`config.mk`:
```
export PLATFORM = sky130hd
export DESIGN_NAME = alu_issue_flat
export DESIGN_NICKNAME = d
export VERILOG_FILES = /design/src/rtl/alu_issue_pkg.sv /design/src/rtl/alu_issue_if.sv /design/src/rtl/alu_issue_regfile.sv /design/src/rtl/alu_issue.sv /design/src/flat_wrapper.sv
export SDC_FILE = /design/constraint.sdc
export NUM_CORES = 1
export LEC_CHECK = 0
export CAP_MARGIN = 15
export CORE_MARGIN = 3
export CORE_UTILIZATION = 51
export CTS_CLUSTER_SIZE = 12
export DETAILED_ROUTE_END_ITERATION = 8
export GPL_TIMING_DRIVEN = 1
export PLACE_DENSITY_LB_ADDON = 0.2
export SYNTH_ARGS = -nofsm -noshare
export SYNTH_HDL_FRONTEND = slang
export SYNTH_SLANG_ARGS = --single-unit
```
`constraint.sdc`:
```
create_clock -name i_clk -period 2.85 [get_ports i_clk]
set_input_delay 0.57 -clock i_clk [delete_from_list [all_inputs] [get_ports i_clk]]
set_output_delay 0.57 -clock i_clk [all_outputs]
set_load 0.03 [all_outputs]
```
`src/rtl/alu_issue_pkg.sv`:
```
// Shared definitions for the SISD issue stage: ALU function codes, instruction
// field positions, FSM state encoding and register-file geometry.
package sisd_pkg;

   localparam int DATA_W    = 8;
   localparam int REG_IDX_W = 2;
   localparam int NUM_REGS  = 4;
   localparam int FUNC_W    = 3;
   localparam int INSTR_W   = 16;
   localparam int FLAGS_W   = 3;
   localparam int WCNT_W    = 3;

   // Instruction layout: [15:13] func, [12] imm, [11:10] rd, [9:8] rs1,
   // [7:0] imm8 when imm=1, otherwise [1:0] rs2.
   localparam int FUNC_MSB = 15;
   localparam int FUNC_LSB = 13;
   localparam int IMM_BIT  = 12;
   localparam int RD_MSB   = 11;
   localparam int RD_LSB   = 10;
   localparam int RS1_MSB  = 9;
   localparam int RS1_LSB  = 8;
   localparam int IMM8_MSB = 7;
   localparam int RS2_MSB  = 1;

   typedef enum logic [FUNC_W-1:0] {
      FUNC_ADD = 3'b000,
      FUNC_SUB = 3'b001,
      FUNC_AND = 3'b010,
      FUNC_OR  = 3'b011,
      FUNC_SHL = 3'b100,
      FUNC_SHR = 3'b101,
      FUNC_XOR = 3'b110,
      FUNC_NOP = 3'b111
   } alu_func_t;

   typedef enum logic [1:0] {
      ST_IDLE = 2'd0,
      ST_EXEC = 2'd1,
      ST_WB   = 2'd2
   } state_t;

   function automatic logic func_writes(input alu_func_t func);
      return func != FUNC_NOP;
   endfunction

endpackage

```
`src/rtl/alu_issue_if.sv`:
```
// Bundle of the instruction handshake, ALU drive/return and writeback signals.
// slave = the issue stage, master = whatever feeds it and hosts the ALU.
interface alu_issue_if;
   import sisd_pkg::*;

   logic [INSTR_W-1:0] i_instr;
   logic               i_valid;
   logic               o_ready;
   logic [DATA_W-1:0]  o_alu_s1;
   logic [DATA_W-1:0]  o_alu_s2;
   logic [FUNC_W-1:0]  o_alu_func;
   logic               o_alu_en;
   logic [DATA_W-1:0]  i_alu_result;
   logic               i_alu_zero;
   logic               i_alu_negative;
   logic               i_alu_overflow;
   logic               o_wb_valid;
   logic [REG_IDX_W-1:0] o_wb_rd;
   logic [DATA_W-1:0]  o_wb_data;
   logic [FLAGS_W-1:0] o_flags;

   modport slave (
      input  i_instr, i_valid, i_alu_result, i_alu_zero, i_alu_negative, i_alu_overflow,
      output o_ready, o_alu_s1, o_alu_s2, o_alu_func, o_alu_en,
             o_wb_valid, o_wb_rd, o_wb_data, o_flags
   );

   modport master (
      output i_instr, i_valid, i_alu_result, i_alu_zero, i_alu_negative, i_alu_overflow,
      input  o_ready, o_alu_s1, o_alu_s2, o_alu_func, o_alu_en,
             o_wb_valid, o_wb_rd, o_wb_data, o_flags
   );

endinterface

```
`src/rtl/alu_issue_regfile.sv`:
```
// 4x8 register file: two asynchronous read ports, one synchronous write port,
// synchronous active-low clear of every register.
module sisd_regfile
   import sisd_pkg::*;
(
   input  logic                 i_clk,
   input  logic                 i_rst_n,
   input  logic [REG_IDX_W-1:0] i_raddr_a,
   input  logic [REG_IDX_W-1:0] i_raddr_b,
   output logic [DATA_W-1:0]    o_rdata_a,
   output logic [DATA_W-1:0]    o_rdata_b,
   input  logic                 i_we,
   input  logic [REG_IDX_W-1:0] i_waddr,
   input  logic [DATA_W-1:0]    i_wdata
);

   logic [DATA_W-1:0] r_mem [NUM_REGS];

   always_ff @(posedge i_clk) begin
      if (!i_rst_n) begin
         for (int i = 0; i < NUM_REGS; i++) begin
            r_mem[i] <= '0;
         end
      end else if (i_we) begin
         r_mem[i_waddr] <= i_wdata;
      end
   end

   assign o_rdata_a = r_mem[i_raddr_a];
   assign o_rdata_b = r_mem[i_raddr_b];

endmodule

```
`src/rtl/alu_issue.sv`:
```
// Single-issue stage in front of the SISD ALU: accept, hold operands for
// WAIT_CYCLES+1 cycles, write back. Status register exists only with ALU_ISSUE_FLAGS_EN.
module alu_issue
   import sisd_pkg::*;
#(
   parameter int WAIT_CYCLES = 0
) (
   input  logic       i_clk,
   input  logic       i_rst_n,
   alu_issue_if.slave bus
);

   localparam logic [WCNT_W-1:0] LP_WAIT = WCNT_W'(WAIT_CYCLES);

   state_t               r_state;
   alu_func_t            r_func;
   logic [REG_IDX_W-1:0] r_rd;
   logic [DATA_W-1:0]    r_s1;
   logic [DATA_W-1:0]    r_s2;
   logic [WCNT_W-1:0]    r_cnt;
   logic                 r_ready;
   logic                 r_alu_en;
   logic                 r_wb_valid;
   logic [REG_IDX_W-1:0] r_wb_rd;
   logic [DATA_W-1:0]    r_wb_data;

   logic [REG_IDX_W-1:0] w_rs1;
   logic [REG_IDX_W-1:0] w_rs2;
   logic [REG_IDX_W-1:0] w_rd;
   logic                 w_imm;
   logic [DATA_W-1:0]    w_imm8;
   logic [DATA_W-1:0]    w_rdata1;
   logic [DATA_W-1:0]    w_rdata2;
   logic                 w_final;
   logic                 w_writes;
   logic                 w_we;

   assign w_rs1    = bus.i_instr[RS1_MSB:RS1_LSB];
   assign w_rs2    = bus.i_instr[RS2_MSB:0];
   assign w_rd     = bus.i_instr[RD_MSB:RD_LSB];
   assign w_imm    = bus.i_instr[IMM_BIT];
   assign w_imm8   = bus.i_instr[IMM8_MSB:0];
   assign w_final  = (r_state == ST_EXEC) && (r_cnt == '0);
   assign w_writes = func_writes(r_func);
   assign w_we     = w_final && w_writes;

   sisd_regfile u_regfile (
      .i_clk     (i_clk),
      .i_rst_n   (i_rst_n),
      .i_raddr_a (w_rs1),
      .i_raddr_b (w_rs2),
      .o_rdata_a (w_rdata1),
      .o_rdata_b (w_rdata2),
      .i_we      (w_we),
      .i_waddr   (r_rd),
      .i_wdata   (bus.i_alu_result)
   );

   // r_ready is high exactly in IDLE, so accepting never depends on i_valid combinationally.
   always_ff @(posedge i_clk) begin
      if (!i_rst_n) begin
         r_state    <= ST_IDLE;
         r_ready    <= 1'b1;
         r_alu_en   <= 1'b0;
         r_wb_valid <= 1'b0;
         r_func     <= FUNC_ADD;
         r_rd       <= '0;
         r_s1       <= '0;
         r_s2       <= '0;
         r_cnt      <= '0;
         r_wb_rd    <= '0;
         r_wb_data  <= '0;
      end else begin
         unique case (r_state)
            ST_IDLE: begin
               if (bus.i_valid) begin
                  r_func   <= alu_func_t'(bus.i_instr[FUNC_MSB:FUNC_LSB]);
                  r_rd     <= w_rd;
                  r_s1     <= w_rdata1;
                  r_s2     <= w_imm ? w_imm8 : w_rdata2;
                  r_cnt    <= LP_WAIT;
                  r_ready  <= 1'b0;
                  r_alu_en <= 1'b1;
                  r_state  <= ST_EXEC;
               end
            end
            ST_EXEC: begin
               if (r_cnt != '0) begin
                  r_cnt <= r_cnt - 1'b1;
               end else begin
                  r_alu_en   <= 1'b0;
                  r_wb_valid <= w_writes;
                  if (w_writes) begin
                     r_wb_rd   <= r_rd;
                     r_wb_data <= bus.i_alu_result;
                  end
                  r_state <= ST_WB;
               end
            end
            ST_WB: begin
               r_wb_valid <= 1'b0;
               r_ready    <= 1'b1;
               r_state    <= ST_IDLE;
            end
            default: begin
               r_wb_valid <= 1'b0;
               r_alu_en   <= 1'b0;
               r_ready    <= 1'b1;
               r_state    <= ST_IDLE;
            end
         endcase
      end
   end

   assign bus.o_ready    = r_ready;
   assign bus.o_alu_en   = r_alu_en;
   assign bus.o_alu_s1   = r_s1;
   assign bus.o_alu_s2   = r_s2;
   assign bus.o_alu_func = r_func;
   assign bus.o_wb_valid = r_wb_valid;
   assign bus.o_wb_rd    = r_wb_rd;
   assign bus.o_wb_data  = r_wb_data;

`ifdef ALU_ISSUE_FLAGS_EN
   logic [FLAGS_W-1:0] r_flags;

   always_ff @(posedge i_clk) begin
      if (!i_rst_n) begin
         r_flags <= '0;
      end else if (w_we) begin
         r_flags <= {bus.i_alu_overflow, bus.i_alu_negative, bus.i_alu_zero};
      end
   end

   assign bus.o_flags = r_flags;
`else
   logic w_unused_flags;
   assign w_unused_flags = ^{bus.i_alu_overflow, bus.i_alu_negative, bus.i_alu_zero};
   assign bus.o_flags    = '0;
`endif

endmodule
```
`src/flat_wrapper.sv`:
```
// flat-port wrapper written by rule: the top's interface ports become plain ports
module alu_issue_flat import sisd_pkg::*;
#(
   parameter int WAIT_CYCLES = 0
)
  (i_clk, i_rst_n, bus_i_instr, bus_i_valid, bus_i_alu_result, bus_i_alu_zero, bus_i_alu_negative, bus_i_alu_overflow, bus_o_ready, bus_o_alu_s1, bus_o_alu_s2, bus_o_alu_func, bus_o_alu_en, bus_o_wb_valid, bus_o_wb_rd, bus_o_wb_data, bus_o_flags);
  alu_issue_if bus_i ();
  input  logic i_clk;
  input  logic i_rst_n;
  input wire logic [$bits(bus_i.i_instr)-1:0] bus_i_instr;
  input wire logic [$bits(bus_i.i_valid)-1:0] bus_i_valid;
  input wire logic [$bits(bus_i.i_alu_result)-1:0] bus_i_alu_result;
  input wire logic [$bits(bus_i.i_alu_zero)-1:0] bus_i_alu_zero;
  input wire logic [$bits(bus_i.i_alu_negative)-1:0] bus_i_alu_negative;
  input wire logic [$bits(bus_i.i_alu_overflow)-1:0] bus_i_alu_overflow;
  output wire logic [$bits(bus_i.o_ready)-1:0] bus_o_ready;
  output wire logic [$bits(bus_i.o_alu_s1)-1:0] bus_o_alu_s1;
  output wire logic [$bits(bus_i.o_alu_s2)-1:0] bus_o_alu_s2;
  output wire logic [$bits(bus_i.o_alu_func)-1:0] bus_o_alu_func;
  output wire logic [$bits(bus_i.o_alu_en)-1:0] bus_o_alu_en;
  output wire logic [$bits(bus_i.o_wb_valid)-1:0] bus_o_wb_valid;
  output wire logic [$bits(bus_i.o_wb_rd)-1:0] bus_o_wb_rd;
  output wire logic [$bits(bus_i.o_wb_data)-1:0] bus_o_wb_data;
  output wire logic [$bits(bus_i.o_flags)-1:0] bus_o_flags;
  assign bus_i.i_instr = bus_i_instr;
  assign bus_i.i_valid = bus_i_valid;
  assign bus_i.i_alu_result = bus_i_alu_result;
  assign bus_i.i_alu_zero = bus_i_alu_zero;
  assign bus_i.i_alu_negative = bus_i_alu_negative;
  assign bus_i.i_alu_overflow = bus_i_alu_overflow;
  assign bus_o_ready = bus_i.o_ready;
  assign bus_o_alu_s1 = bus_i.o_alu_s1;
  assign bus_o_alu_s2 = bus_i.o_alu_s2;
  assign bus_o_alu_func = bus_i.o_alu_func;
  assign bus_o_alu_en = bus_i.o_alu_en;
  assign bus_o_wb_valid = bus_i.o_wb_valid;
  assign bus_o_wb_rd = bus_i.o_wb_rd;
  assign bus_o_wb_data = bus_i.o_wb_data;
  assign bus_o_flags = bus_i.o_flags;
  alu_issue #(.WAIT_CYCLES(WAIT_CYCLES)) u_core (.i_clk(i_clk), .i_rst_n(i_rst_n), .bus(bus_i));
endmodule
```
==> run_results.csv <==
group,metric,value,unit
status,status,"completed",
grt,grt_pass1_wl,12100,µm
setup_path,crit_fanout,14,
cells_and_area,fin_nets,390,
synthesis,synth_ff_type,"dfxtp_1",
timing,setup_viol,0,
synthesis,ys_warn_count,0,
floorplanning,die-area,7380,µm²
synthesis,syn_avg_cell_area,10.6,µm²
setup_path,required,2.90,ns
flow_run,maxCapViolations,0,
grt,antenna_found_initial,0,
synthesis,synth.area.top_cells,"edfxtp_1 29%, dfxtp_1 24%, mux4_2 5.5%, a21oi_1 4.9%, mux2_2 4.1%",
cts,cts_resized,0,
setup_path,critPathKind,"flip-flop to flip-flop",
drt,final_antenna_net_count,0,
timing,slew_viol_final,0,
place,place_ws,0.390,ns
cells_and_area,num_antenna_cells,0,
grt,grt_pass1_vias,2493,
drt,wl,7190,µm
pwr,p_comb_share,17.9,%
synthesis,synth_edf_count,32,
pwr,p_seq_share,47.2,%
floorplanning,die-width,85.9,µm
synthesis,syn_area,3260,µm²
cts,clk_path_buf_depth,2,
place,numPortBuffers,58,
timing,hold_viol_final,0,
drt,drc_errors,0,
grt,overflow,0,
timing,fin_skew,0.00963,ns
floorplanning,pin_count,65,
synthesis,synth.most_common_cell,"dfxtp_1",
drt,via_per_inst,5.79,
cells_and_area,seq_area,1740,µm²
drt,vias,2536,
cts,cts_made_buffers,9,
timing,fin_crit,2.25,ns
pwr,p_total,2.54,mW
cts,cts_sinks,71,
grt,grt_max_degree,24,
cells_and_area,fin_cells,438,
timing,min_period_over_period,79.0,%
synthesis,synth-async-reset-ratio,0,%
place,dp_hpwl,5240,µm
cts,cts.htree.levels,3,
drt,wl_per_cell,16.4,µm
synthesis,ys_seq_area_share,53.5,%
setup_path,critPathArrivalTime,2.30,ns
worst_hold_path,hp-class,"flip-flop to flip-flop",
synthesis,ys_ff_latch,71,
floorplanning,core,6060,µm²
timing,rsz0062_at_grt,"no",
cts,cts_root_buf,"clkbuf_8",
drt,drtIter0Drc,182,
pwr,leakage,1.47,nW
cells_and_area,area_delta_synth_final,25.2,%
place,gp_congestion,0.739,
grt,grt.total_usage,20.8,%
synthesis,synth_common_cells,"39 x dfxtp_1, 35 x nand2_1, 32 x a21oi_1, 32 x edfxtp_1, 20 x nor2_1",
pwr,power.switching,0.684,mW
cts,cts.clk_slew.worst_paths,0.08,ns
cts,cts_tree,"built",
pwr,vdd_drop_max,0.369,mV
synthesis,yosys.area.top_type,"edfxtp_1",
cells_and_area,multiInputGateArea,1360,µm²
place,dp.cells,422,
drt,first_pass_iters,5,
pwr,clkPwrFrac,35.0,%
cts,clock_latency,0.34,ns
synthesis,synth_cell_types,46,
timing,max_slew_margin,53.2,%
cts,cts_setup_buffers,0,
cts,ctsHoldBuffers,0,
floorplanning,num_rows,28,
timing,max_freq,444,MHz
timing,finalSetupTns,0,ns
setup_path,start_kind,"flip-flop",
timing,worstMarginPinSlew,0.700,ns
cells_and_area,nFillCells,502,
pwr,p_sw_share,26.9,%
floorplanning,die_y,85.9,µm
floorplanning,initial_core_util,53.8,%
timing,worst_slack,0.597,ns
pwr,power_density,623,nW/µm²
synthesis,netlist_instances,306,
pwr,p_int,1.86,mW
cells_and_area,drive_gt1_share,12.9,%
setup_path,end_kind,"flip-flop",
synthesis,synth_top_area_share,29.5,%
[state kept, by name, indices dropped and copies added (netlist names)]
| name | cells |
|---|---|
| u_core.r_state | 2 |
| u_core.bus.o_alu_s1 | 8 |
| u_core.bus.o_wb_valid | 1 |
| u_core.r_rd | 2 |
| u_core.bus.o_alu_s2 | 8 |
| u_core.bus.o_wb_rd | 2 |
| u_core.bus.o_alu_func | 3 |
| u_core.bus.o_alu_en | 1 |
| u_core.r_cnt | 3 |
| u_core.bus.o_wb_data | 8 |
| u_core.bus.o_ready | 1 |
| u_core.u_regfile.r_mem | 32 |
[placed cells by master (no fill, tap or decap), types with 3 or more instances in the layout]
cell type        instances
a21oi_1                 32
nor4_1                   5
mux2i_1                  4
nor2b_1                  3
conb_1                   3
o21ai_0                 19
edfxtp_1                32
nand2_1                 35
clkdlybuf4s50_1         58
nand3_1                 11
a222oi_1                 6
inv_1                    6
and2_1                   8
mux2_2                  12
dfxtp_1                 39
nand2b_1                 4
nor3_1                   4
nor2_1                  20
buf_4                    8
mux4_2                   8
clkbuf_8                10
[final cells by class]
cell class | count | area share [%]
Tap cell | 75 | 2.30
Sequential cell | 71 | 42.7
Multi-Input combinational cell | 203 | 33.3
Inverter | 7 | 0.644
Timing Repair Buffer | 66 | 15.7
Clock buffer | 10 | 3.37
Clock inverter | 6 | 2.02
[logic make-up (layout without fill, tap and decap cells)]
logic type               after synthesis  in the layout  synth area share, %
AND/OR/NAND/NOR                      104            104                 16.6
buffers and inverters                 34             89                 5.26
other                                  1              3                0.115
adder cells (fa/ha/maj)                2              2                0.768
multiplexers                          24             24                 10.9
AO/OA/AOI/OAI                         70             70                 12.9
flip-flops                            71             71                 53.5
[critical path, stage by stage (launching register included)]
cell and delay (ns):
dfxtp_1 0.33, inv_1 0.08, ha_1 0.26, and4bb_2 0.46, nand2_1 0.24, buf_4 0.25, o21ai_1 0.13, buf_4 0.20
[final timing paths]
kind	endpoint	cells after the start	start	slack [ns]
worst min register to register	u_core.bus.o_alu_s1[4]	2	u_core.bus.o_alu_s1[4]	0.45
worst min-delay path	u_core.bus.o_alu_s1[4]	2	u_core.bus.o_alu_s1[4]	0.45
worst max-delay path	u_core.u_regfile.r_mem[3][3]	7	u_core.r_cnt[0]	0.60
worst max register to register	u_core.u_regfile.r_mem[3][3]	7	u_core.r_cnt[0]	0.60
[power by group through the flow]
| stage | combinational, mW | clock (mW) | sequential (mW) |
|---|---|---|---|
| after floorplan | 0.233 | 0 | 1.27 |
| after global placement | 0.445 | 0 | 1.21 |
| after detailed placement | 0.452 | 0 | 1.22 |
| after CTS | 0.455 | 0.897 | 1.20 |
| after global routing | 0.489 | 0.952 | 1.21 |
| final | 0.454 | 0.889 | 1.20 |
[through the flow]
step | area, µm² | utilization, % | hold slack (ns)
after floorplan | 3270 | - | 0.468
after global placement | 3860 | 63.7 | 0.442
after detailed placement | 3860 | 63.7 | 0.446
after CTS | 4080 | 67.3 | 0.455
after global routing | 4080 | 67.3 | 0.468
final | 4080 | 67.3 | 0.454
[layer usage]
| metal | vias up | wire length (µm) | GRT usage (%) |
|---|---|---|---|
| met1 | 1212 | 3340 | 27.9 |
| met5 | - | 0 | 0 |
| met4 | 0 | 48 | 6.19 |
| met2 | 98 | 3360 | 33.6 |
| li1 | 1219 | - | - |
| met3 | 7 | 439 | 4.90 |
Power figures use the tool's default switching activity.
